==> config.mk <==
export PLATFORM = sky130hd
export DESIGN_NAME = uart_tx_sched
export DESIGN_NICKNAME = d
export VERILOG_FILES = /design/src/rtl/uart_tx_sched.sv
export SDC_FILE = /design/constraint.sdc
export NUM_CORES = 1
export LEC_CHECK = 0
export CAP_MARGIN = 20
export CELL_PAD_IN_SITES_DETAIL_PLACEMENT = 1
export CELL_PAD_IN_SITES_GLOBAL_PLACEMENT = 1
export CORE_MARGIN = 2
export CORE_UTILIZATION = 38
export DETAILED_ROUTE_END_ITERATION = 8
export GPL_TIMING_DRIVEN = 0
export PLACE_DENSITY = 0.81
export SETUP_SLACK_MARGIN = 0.15
export SLEW_MARGIN = 0
export SYNTH_ARGS = -nofsm -noshare
export SYNTH_HDL_FRONTEND = slang
export SYNTH_SLANG_ARGS = --single-unit
==> constraint.sdc <==
create_clock -name clk -period 6 [get_ports clk]
set_clock_uncertainty 0.1 [all_clocks]
set_input_delay 0.6 -clock clk [delete_from_list [all_inputs] [get_ports clk]]
set_output_delay 0.6 -clock clk [all_outputs]
set_load 0.05 [all_outputs]
==> src/rtl/uart_tx_sched.sv <==
// rtl/uart_tx_sched.sv - packet round-robin scheduler feeding one uart_tx serializer
// Optional source-ID header byte per packet, send_trig/tx_bsy pacing, abort on stalled requester.
module uart_tx_sched #(
  parameter int         NUM_REQ     = 3,
  parameter bit         HDR_EN      = 1'b1,
  parameter logic [7:0] HDR_BASE    = 8'hA0,
  parameter int         GAP_TIMEOUT = 1024
) (
  input  logic                       clk,
  input  logic                       rst_n,
  input  logic [NUM_REQ-1:0]         req_valid,
  input  logic [8*NUM_REQ-1:0]       req_data,
  input  logic [NUM_REQ-1:0]         req_last,
  output logic [NUM_REQ-1:0]         req_ready,
  output logic                       send_trig,
  output logic [7:0]                 send_data,
  input  logic                       tx_bsy,
  output logic [$clog2(NUM_REQ)-1:0] grant_id,
  output logic                       sched_busy,
  output logic                       abort_pulse
);

  localparam int GW = $clog2(NUM_REQ);
  localparam int CW = $clog2(GAP_TIMEOUT);
  localparam logic [CW-1:0] GAP_LAST = CW'(GAP_TIMEOUT - 1);
  localparam logic [GW-1:0] PTR_INIT = GW'(NUM_REQ - 1);

  typedef enum logic [2:0] {
    IDLE,
    HDR,
    DATA,
    TRIG,
    WAIT_HI,
    WAIT_LO
  } state_t;

  state_t        state;
  logic [GW-1:0] rr_ptr;
  logic [CW-1:0] gap_cnt;
  logic          last_flag;

  logic          any_req;
  logic [GW-1:0] rr_pick;
  logic          gnt_valid;
  logic          gnt_last;
  logic [7:0]    gnt_data;
  logic          xfer;

  // Rotating priority: first valid requester after rr_ptr, wrapping at NUM_REQ.
  always_comb begin
    int idx;
    idx     = 0;
    any_req = 1'b0;
    rr_pick = '0;
    for (int k = 1; k <= NUM_REQ; k++) begin
      idx = int'(rr_ptr) + k;
      if (idx >= NUM_REQ) idx = idx - NUM_REQ;
      for (int i = 0; i < NUM_REQ; i++) begin
        if (!any_req && idx == i && req_valid[i]) begin
          any_req = 1'b1;
          rr_pick = GW'(i);
        end
      end
    end
  end

  always_comb begin
    gnt_valid = 1'b0;
    gnt_last  = 1'b0;
    gnt_data  = '0;
    for (int i = 0; i < NUM_REQ; i++) begin
      if (grant_id == GW'(i)) begin
        gnt_valid = req_valid[i];
        gnt_last  = req_last[i];
        gnt_data  = req_data[8*i +: 8];
      end
    end
  end

  always_comb begin
    req_ready = '0;
    for (int i = 0; i < NUM_REQ; i++) begin
      if (state == DATA && grant_id == GW'(i)) req_ready[i] = ~tx_bsy;
    end
  end

  assign xfer = (state == DATA) && gnt_valid && !tx_bsy;

  always_ff @(posedge clk or negedge rst_n) begin
    if (!rst_n) begin
      state       <= IDLE;
      rr_ptr      <= PTR_INIT;
      gap_cnt     <= '0;
      last_flag   <= 1'b0;
      grant_id    <= '0;
      send_trig   <= 1'b0;
      send_data   <= '0;
      sched_busy  <= 1'b0;
      abort_pulse <= 1'b0;
    end else begin
      send_trig   <= 1'b0;
      abort_pulse <= 1'b0;
      case (state)
        IDLE: begin
          gap_cnt <= '0;
          if (any_req) begin
            grant_id   <= rr_pick;
            sched_busy <= 1'b1;
            state      <= HDR_EN ? HDR : DATA;
          end
        end
        HDR: begin
          send_data <= HDR_BASE + 8'(grant_id);
          last_flag <= 1'b0;
          send_trig <= 1'b1;
          state     <= TRIG;
        end
        DATA: begin
          if (xfer) begin
            send_data <= gnt_data;
            last_flag <= gnt_last;
            gap_cnt   <= '0;
            send_trig <= 1'b1;
            state     <= TRIG;
          end else if (gap_cnt == GAP_LAST) begin
            // Stalled requester loses its turn; nothing more goes on the line.
            abort_pulse <= 1'b1;
            rr_ptr      <= grant_id;
            gap_cnt     <= '0;
            sched_busy  <= 1'b0;
            state       <= IDLE;
          end else begin
            gap_cnt <= gap_cnt + 1'b1;
          end
        end
        TRIG: state <= WAIT_HI;
        WAIT_HI: begin
          if (tx_bsy) state <= WAIT_LO;
        end
        WAIT_LO: begin
          if (!tx_bsy) begin
            if (last_flag) begin
              rr_ptr     <= grant_id;
              sched_busy <= 1'b0;
              state      <= IDLE;
            end else begin
              state <= DATA;
            end
          end
        end
        default: state <= IDLE;
      endcase
    end
  end

endmodule

==> summary.md <==
| Metric | Value |
|---|---|
| First-pass GRT wire length | `~8000 um` |
| Worst Hold Class | `reg -> reg` |
| Min cycle time layout | `~3.4 ns` |
| Critical Path Sink Type | `output port` |
| Count of input and output buffers | `48` |
| Hold Fails Final Rpt | `0` |
| Seq/Total Area, Yosys | `0.413` |
| Core area | `4410 um^2` |
| Vias per std cell | `5.39` |
| ANT nets after route | `0` |
| R2R cell count | `7` |
| Required time of the critical path | `5.30 ns` |
| FF-to-FF setup slack | `3.75 ns` |
| Global route total overflow | `0` |
| Largest net degree at the start of global routing | `17` |
| Initial drt markers | `53` |
| Die Footprint | `just over 5000 um^2` |
| CTS tree | `yes` |
| RSZ-0062 raised after global routing | `false` |
| Most frequent cell on the critical path | `buf_6` |
| Crit-path cells | `buf_6 -> or3b_1 -> buf_6 -> clkbuf_1 -> nor4_1 -> clkdlybuf4s50_1` |
| Mapped Nets | `about 230` |
| Initial core utilization | `0.399` |
| Placed insts | `293` |
| Maxcap violations | `0` |
| Most used DFF post-synth | `dfrtp_1` |
| RD Place Congestion | `0.814` |
| Vias in the first global route | `roughly 1,700` |
| Post-CTS setup buffer count | `0` |
| Post-synth EDFFs | `0` |
| Critical path class | `reg -> out` |
| Slowest stage cell, crit path | `clkdlybuf4s50_1` |
| PostCTS Resize Cnt | `0` |
| Gr usage total | `0.202` |
| Buf/Inv on CP | `4` |
| Cts bufs inserted | `5` |
| # clock sinks | `29` |
| Worst r2r src | `rr_ptr[1]$_DFFE_PN1P_` |
| Dpl hpwl | `between 3000 and 4000 um` |
| Max Fanout on Critical Path | `10` |
| Static Leak | `between 0.001 and 0.0015 uW` |
| WP data arrival | `approximately 2.7 ns` |
| Final setup violation count | `0` |
| Max-slew violations | `0` |
| Commonest non-fill, non-tap cells in the layout | `clkdlybuf4s50_1 (48), dfrtp_1 (28), nand2_1 (25)` |
| Setup TNS | `0 ns` |
| Power, Total | `1190 uW` |
| Area Growth Syn to Fin | `38.3%` |
| Power Dens Cells | `488 nW/um^2` |
| Maximum VDD drop | `roughly 0.00026 V` |
| Post-synthesis async set-or-reset flop share | `1.00` |
| Clock transition at path regs | `roughly 0.06 ns` |
| Syn Area/Cell | `around 9.2 um^2` |
| Max clock buf depth | `2` |
| WHS Endpoint | `send_data[4]$_DFFE_PN0P_` |
| Crit path launch type | `flip-flop` |
| Distinct cells, synth | `48` |
| First drt pass iteration count | `4` |
| Syn Std Cell Area | `1760 um^2` |
| CP delay by family, top | `buffers and inverters` |
| Share of cells above drive strength 1 | `0.104` |
| Nets | `285` |
| Max Clk Rate | `between 200 and 300 MHz` |
| Worst path max stage delay | `just under 0.9 ns` |
| I/O pin cnt | `49` |
| Hold_buf cts | `0` |
| Number of diodes | `0` |
| Hold depth | `2` |
| Avg WL per Cell | `about 16 um` |
| GR peak layer | `met2` |
| Met2 Resource Use GR | `0.324` |
| Util after Layout | `0.552` |
| Die Span X | `around 72 um` |
| CTS root buffer | `clkbuf_8` |
| Vert. Die Dim | `slightly above 70 um` |
| R2R Path End | `state[1]$_DFFE_PN0P_` |
| Commonest non-fill, non-tap cell in the layout | `clkdlybuf4s50_1` |
| Least-Margin Pin Slew | `about 0.76 ns` |
| Max_slew headroom | `0.495` |
| Clock latency on the worst-skew pair | `around 0.29 ns` |
| Routed vias | `roughly 1,600` |
| Met3 global-route usage | `0.0597` |
| #FFs+latches synth | `29` |
| DRC | `0` |
| Min-delay src | `send_data[4]$_DFFE_PN0P_` |
| Grt met1 use | `0.249` |
| Outcome | `finished clean` |
| Final Cycle Share | `0.572` |
| H-Tree Depth | `2` |
| Drt total wl | `roughly 4800 um` |
| Site Rows | `24` |
| Initial antenna violation count | `0` |
| Yosys synthesis warning count | `0` |
| Synth Instances | `around 190` |
| Fin cells | `about 300` |
==> kinds of logic after synthesis <==
family	Yosys count	share of synthesized area
AND/OR/NAND/NOR	77	0.217
AO/OA/AOI/OAI	49	0.196
flip-flops	29	0.413
buffers and inverters	17	0.0540
multiplexers	10	0.0618
XOR/XNOR	6	0.0299
adder cells (fa/ha/maj)	4	0.0284
==> worst max-delay path by stage <==
stage | start | endpoint | slack, ns | cells past startpoint
floorplan | state[2]$_DFFE_PN0P_ | req_ready[1] | 2.47 | 5
global placement | state[2]$_DFFE_PN0P_ | req_ready[1] | 2.87 | 6
detailed placement | tx_bsy | req_ready[2] | 2.82 | 3
CTS | state[2]$_DFFE_PN0P_ | req_ready[2] | 2.53 | 6
global route | state[2]$_DFFE_PN0P_ | req_ready[1] | 2.49 | 6
finish | state[2]$_DFFE_PN0P_ | req_ready[2] | 2.57 | 6
==> flip-flops by register name (all words and copies together) (netlist names) <==
register	flops
abort_pulse	1
gap_cnt	10
grant_id	2
last_flag	1
rr_ptr	2
sched_busy	1
send_data	8
send_trig	1
state	3
==> cell type report <==
class	count	area, um^2
flip-flops and latches	29	727
multi-input cells	146	938
plain buffers	11	72.6
fillers	495	1980
inverters	6	22.5
clock buffers	7	96.3
repair buffers	49	508
clock inverters	1	5.00
well taps	52	65.1
==> synthesized netlist by cell type, types with 2 or more instances <==
master    count  area, um^2
a221oi_1      4        35.0
o21ai_0      12        60.1
nand4_1       4        25.0
and2_1        2        12.5
or2_2         2        12.5
mux2_2        3        33.8
ha_1          4        50.1
nor3_1        3        15.0
xnor2_1       2        17.5
nor2_1       18        67.6
a21o_1        2        15.0
inv_1         6        22.5
buf_6         3        33.8
nand2_1      25        93.8
buf_4         2        15.0
nand3_1      10        50.1
mux2i_1       6        60.1
a21oi_1      12        60.1
o22ai_1       2        12.5
nand2b_1      3        18.8
dfrtp_1      28         701
xor2_1        4        35.0
nor2b_1       2        12.5
clkbuf_1      3        11.3
buf_1         2        7.51
nor4_1        2        12.5
o31ai_1       5        37.5
==> power breakdown <==
part / switching, uW / internal, uW
clock: 76.6 / 104
combinational: 432 / 260
sequential: 51.4 / 265
==> routing by layer <==
layer / routed length, um / share of wire
met3: 315 / 0.066
met2: 2220 / 0.47
met1: 2110 / 0.44
met4: 119 / 0.025
met5: 0 / 0
==> worst min-delay path, delay by kind of cell, from the launching register on <==
| kind | cells | cell delay, ns |
|---|---|---|
| compound gates | 1 | 0.05 |
| simple gates | 1 | 0.05 |
| flops | 1 | 0.34 |
==> stage by stage <==
| step | worst slack [ns] | hold slack (ns) | cell area (um^2) |
|---|---|---|---|
| after floorplan | 2.47 | 0.204 | 1760 |
| final | 2.57 | 0.372 | 2430 |
| after CTS | 2.53 | 0.380 | 2430 |
| after global placement | 2.87 | 0.359 | 2310 |
| after detailed placement | 2.82 | 0.367 | 2330 |
| after global routing | 2.49 | 0.411 | 2430 |
Power figures use the tool's default switching activity.
==> RTL change: new RTL, config.mk and constraints unchanged <==
Change the parameter `HDR_EN` from 1'b1 to 1'b0.
--- a/src/rtl/uart_tx_sched.sv
+++ b/src/rtl/uart_tx_sched.sv
@@ -4,3 +4,3 @@
   parameter int         NUM_REQ     = 3,
-  parameter bit         HDR_EN      = 1'b1,
+  parameter bit         HDR_EN      = 1'b0,
   parameter logic [7:0] HDR_BASE    = 8'hA0,
Function: changed (a bounded check fails within 4 cycles, from zero or initial values and one cycle with rst_n low).
==> RTL change against the original RTL <==
Power decreased by 2.6%; maximum frequency increased by 2.5%; sequential power decreased by 5%; synthesized area increased by 4.5%; via count increased by 2.3%; design area increased by 1.8%; largest power group unchanged; highest routed layer unchanged; sequential cell count unchanged; hold slack improved by 0.031 ns; global-route usage decreased by 0.39 points; setup slack improved by 0.085 ns; combinational power increased by 1%; first-iteration DRC count increased by 74%; routed wire length increased by 4.9%.
==> RTL change: results (changes against the original RTL) <==
[synth]
muxShareOfSynthArea = 0.123  ; +0.0613
synth-compound-area-share = 0.170  ; -0.0261
synthTopCellsByCount = 28 x dfrtp_1, 17 x nand2_1, 12 x a21oi_1
synthTopCellsByArea = dfrtp_1 38%, mux2_2 6.7%, mux2i_1 4.4%
synth-async-reset-ratio = 1.00  ; unchanged
synth-main-ff-cell = dfrtp_1
synth_warnings = 0  ; unchanged
synthXorXnorAreaFrac = 0.0286  ; -0.00128
synthAdderAreaFrac = 0.0272  ; -0.00122
ys_types = 54  ; +13%
seq_area_frac_synth = 0.395  ; -0.0177
syn_nets = 226  ; -1.3%

[clocking]
cts-buffers-inserted = 5  ; unchanged
cts_resized = 0  ; unchanged
cts-root-buf = clkbuf_8
worstSkewPairLatency_ns = 0.29  ; about the same
post-cts-setup-buffers = 0  ; unchanged
cts_max_path_buffers = 2  ; unchanged
ctsHtreeMaxLevel = 2  ; unchanged
path_clk_slew_ns = 0.07

[worst_setup_path]
cp_slowest_cell = clkdlybuf4s50_1
path_max_fanout = 10  ; unchanged
cpPeakStageDelay_ns = 0.85  ; -0.04 ns

[place]
dp_hpwl_mm = 3.78  ; +3.9%
numPortBuffers = 47  ; -2.1%
globalplace.congestion = 0.758  ; -6.9%
place_area_um2 = 2390  ; +2.5%

[outcome]
status = finished, final reports clean

[finish]
top_regs = gap_cnt x10, send_data x8, state x3
antenna_cells = 0  ; unchanged
drive_above_1_share = 0.180  ; +0.0752
fin_nets = 281  ; -1.4%

[routing]
firstDrtPassIters = 4  ; unchanged
viasPerCell = 5.55  ; +3.0%
wl_mm = 4.99  ; +4.9%
drt_iter0_markers = 92  ; +74%

[global_routing]
grt_pass1_vias = 1713  ; +0.88%
grt_max_degree = 19  ; +2
grt_pass1_wl_mm = 8.21  ; +2.4%
grt_usage = 0.198  ; -0.00394
antenna_found_initial = 0  ; unchanged

[pwr]
p_switching_uw = 547  ; -2.3%
ir_drop_v = 0.000182  ; -31%
p_leak_nw = 1.04  ; +0.45%

[sta]
tightest_slew_ns = 0.826  ; +0.0705 ns

[floorplanning]
start_util = 0.392  ; -0.00681

[hold_path]
hp-class = register to register

-- RTL change: power groups by stage --
| stage | logic, mW | registers [mW] | clock network, mW |
|---|---|---|---|
| global placement | 0.685 | 0.299 | 0 |
| global route | 0.762 | 0.308 | 0.167 |
| floorplan | 0.384 | 0.405 | 0 |
| CTS | 0.708 | 0.300 | 0.159 |
| detailed placement | 0.705 | 0.302 | 0 |
| finish | 0.702 | 0.300 | 0.155 |
-- RTL change: stage by stage --
stage	hold slack (ns)	setup slack [ns]	std cells	total power [mW]	utilization
after global routing	0.419	2.52	299	1.24	0.528
after global placement	0.387	3.01	290	0.984	0.507
after detailed placement	0.393	3.01	291	1.01	0.510
final	0.403	2.65	299	1.16	0.528
after floorplan	0.204	2.55	189	0.789	-
after CTS	0.408	2.67	299	1.17	0.528
-- RTL change: per-layer routing --
| metal | part of all wire | wire length (um) | GRT usage |
|---|---|---|---|
| met5 | 0 | 0 | 0 |
| met4 | 0.011 | 55 | 0.0424 |
| met3 | 0.043 | 217 | 0.0384 |
| met2 | 0.49 | 2430 | 0.339 |
| met1 | 0.46 | 2290 | 0.259 |
-- RTL change: worst max-delay path, delay by kind of cell, from the launching register on --
family,cells,cell delay (ns)
simple gates,2,0.70
flops,1,0.50
buf+inv,3,1.16
-- RTL change: path summary, 6_finish.rpt --
| path | from | to | slack (ns) | depth (start not counted) |
|---|---|---|---|---|
| worst min-delay path | send_data[7] | send_data[7] | 0.40 | 1 |
| worst min register to register | send_data[7] | send_data[7] | 0.40 | 1 |
| min in group asynchronous | rst_n | send_data[1] | 0.69 | 1 |
| worst max-delay path | state[0] | req_ready[1] | 2.65 | 5 |
| worst max register to register | gap_cnt[0] | rr_ptr[0] | 4.02 | 5 |
| max in group asynchronous | rst_n | grant_id[1] | 4.54 | 2 |
-- RTL change: cells by family after synthesis --
group	Yosys count
compound gates	46
xor+xnor	6
simple gates	67
mux	20
flops	29
buf+inv	17
fa+ha+maj	4
-- RTL change: area by class of cell --
| class | count | area [um2] |
|---|---|---|
| plain buffers | 10 | 61.3 |
| clock buffers | 5 | 68.8 |
| clock inverters | 3 | 17.5 |
| well taps | 54 | 67.6 |
| multi-input cells | 143 | 1020 |
| repair buffers | 48 | 485 |
| flip-flops and latches | 29 | 727 |
| fillers | 545 | 2210 |
| inverters | 7 | 26.3 |
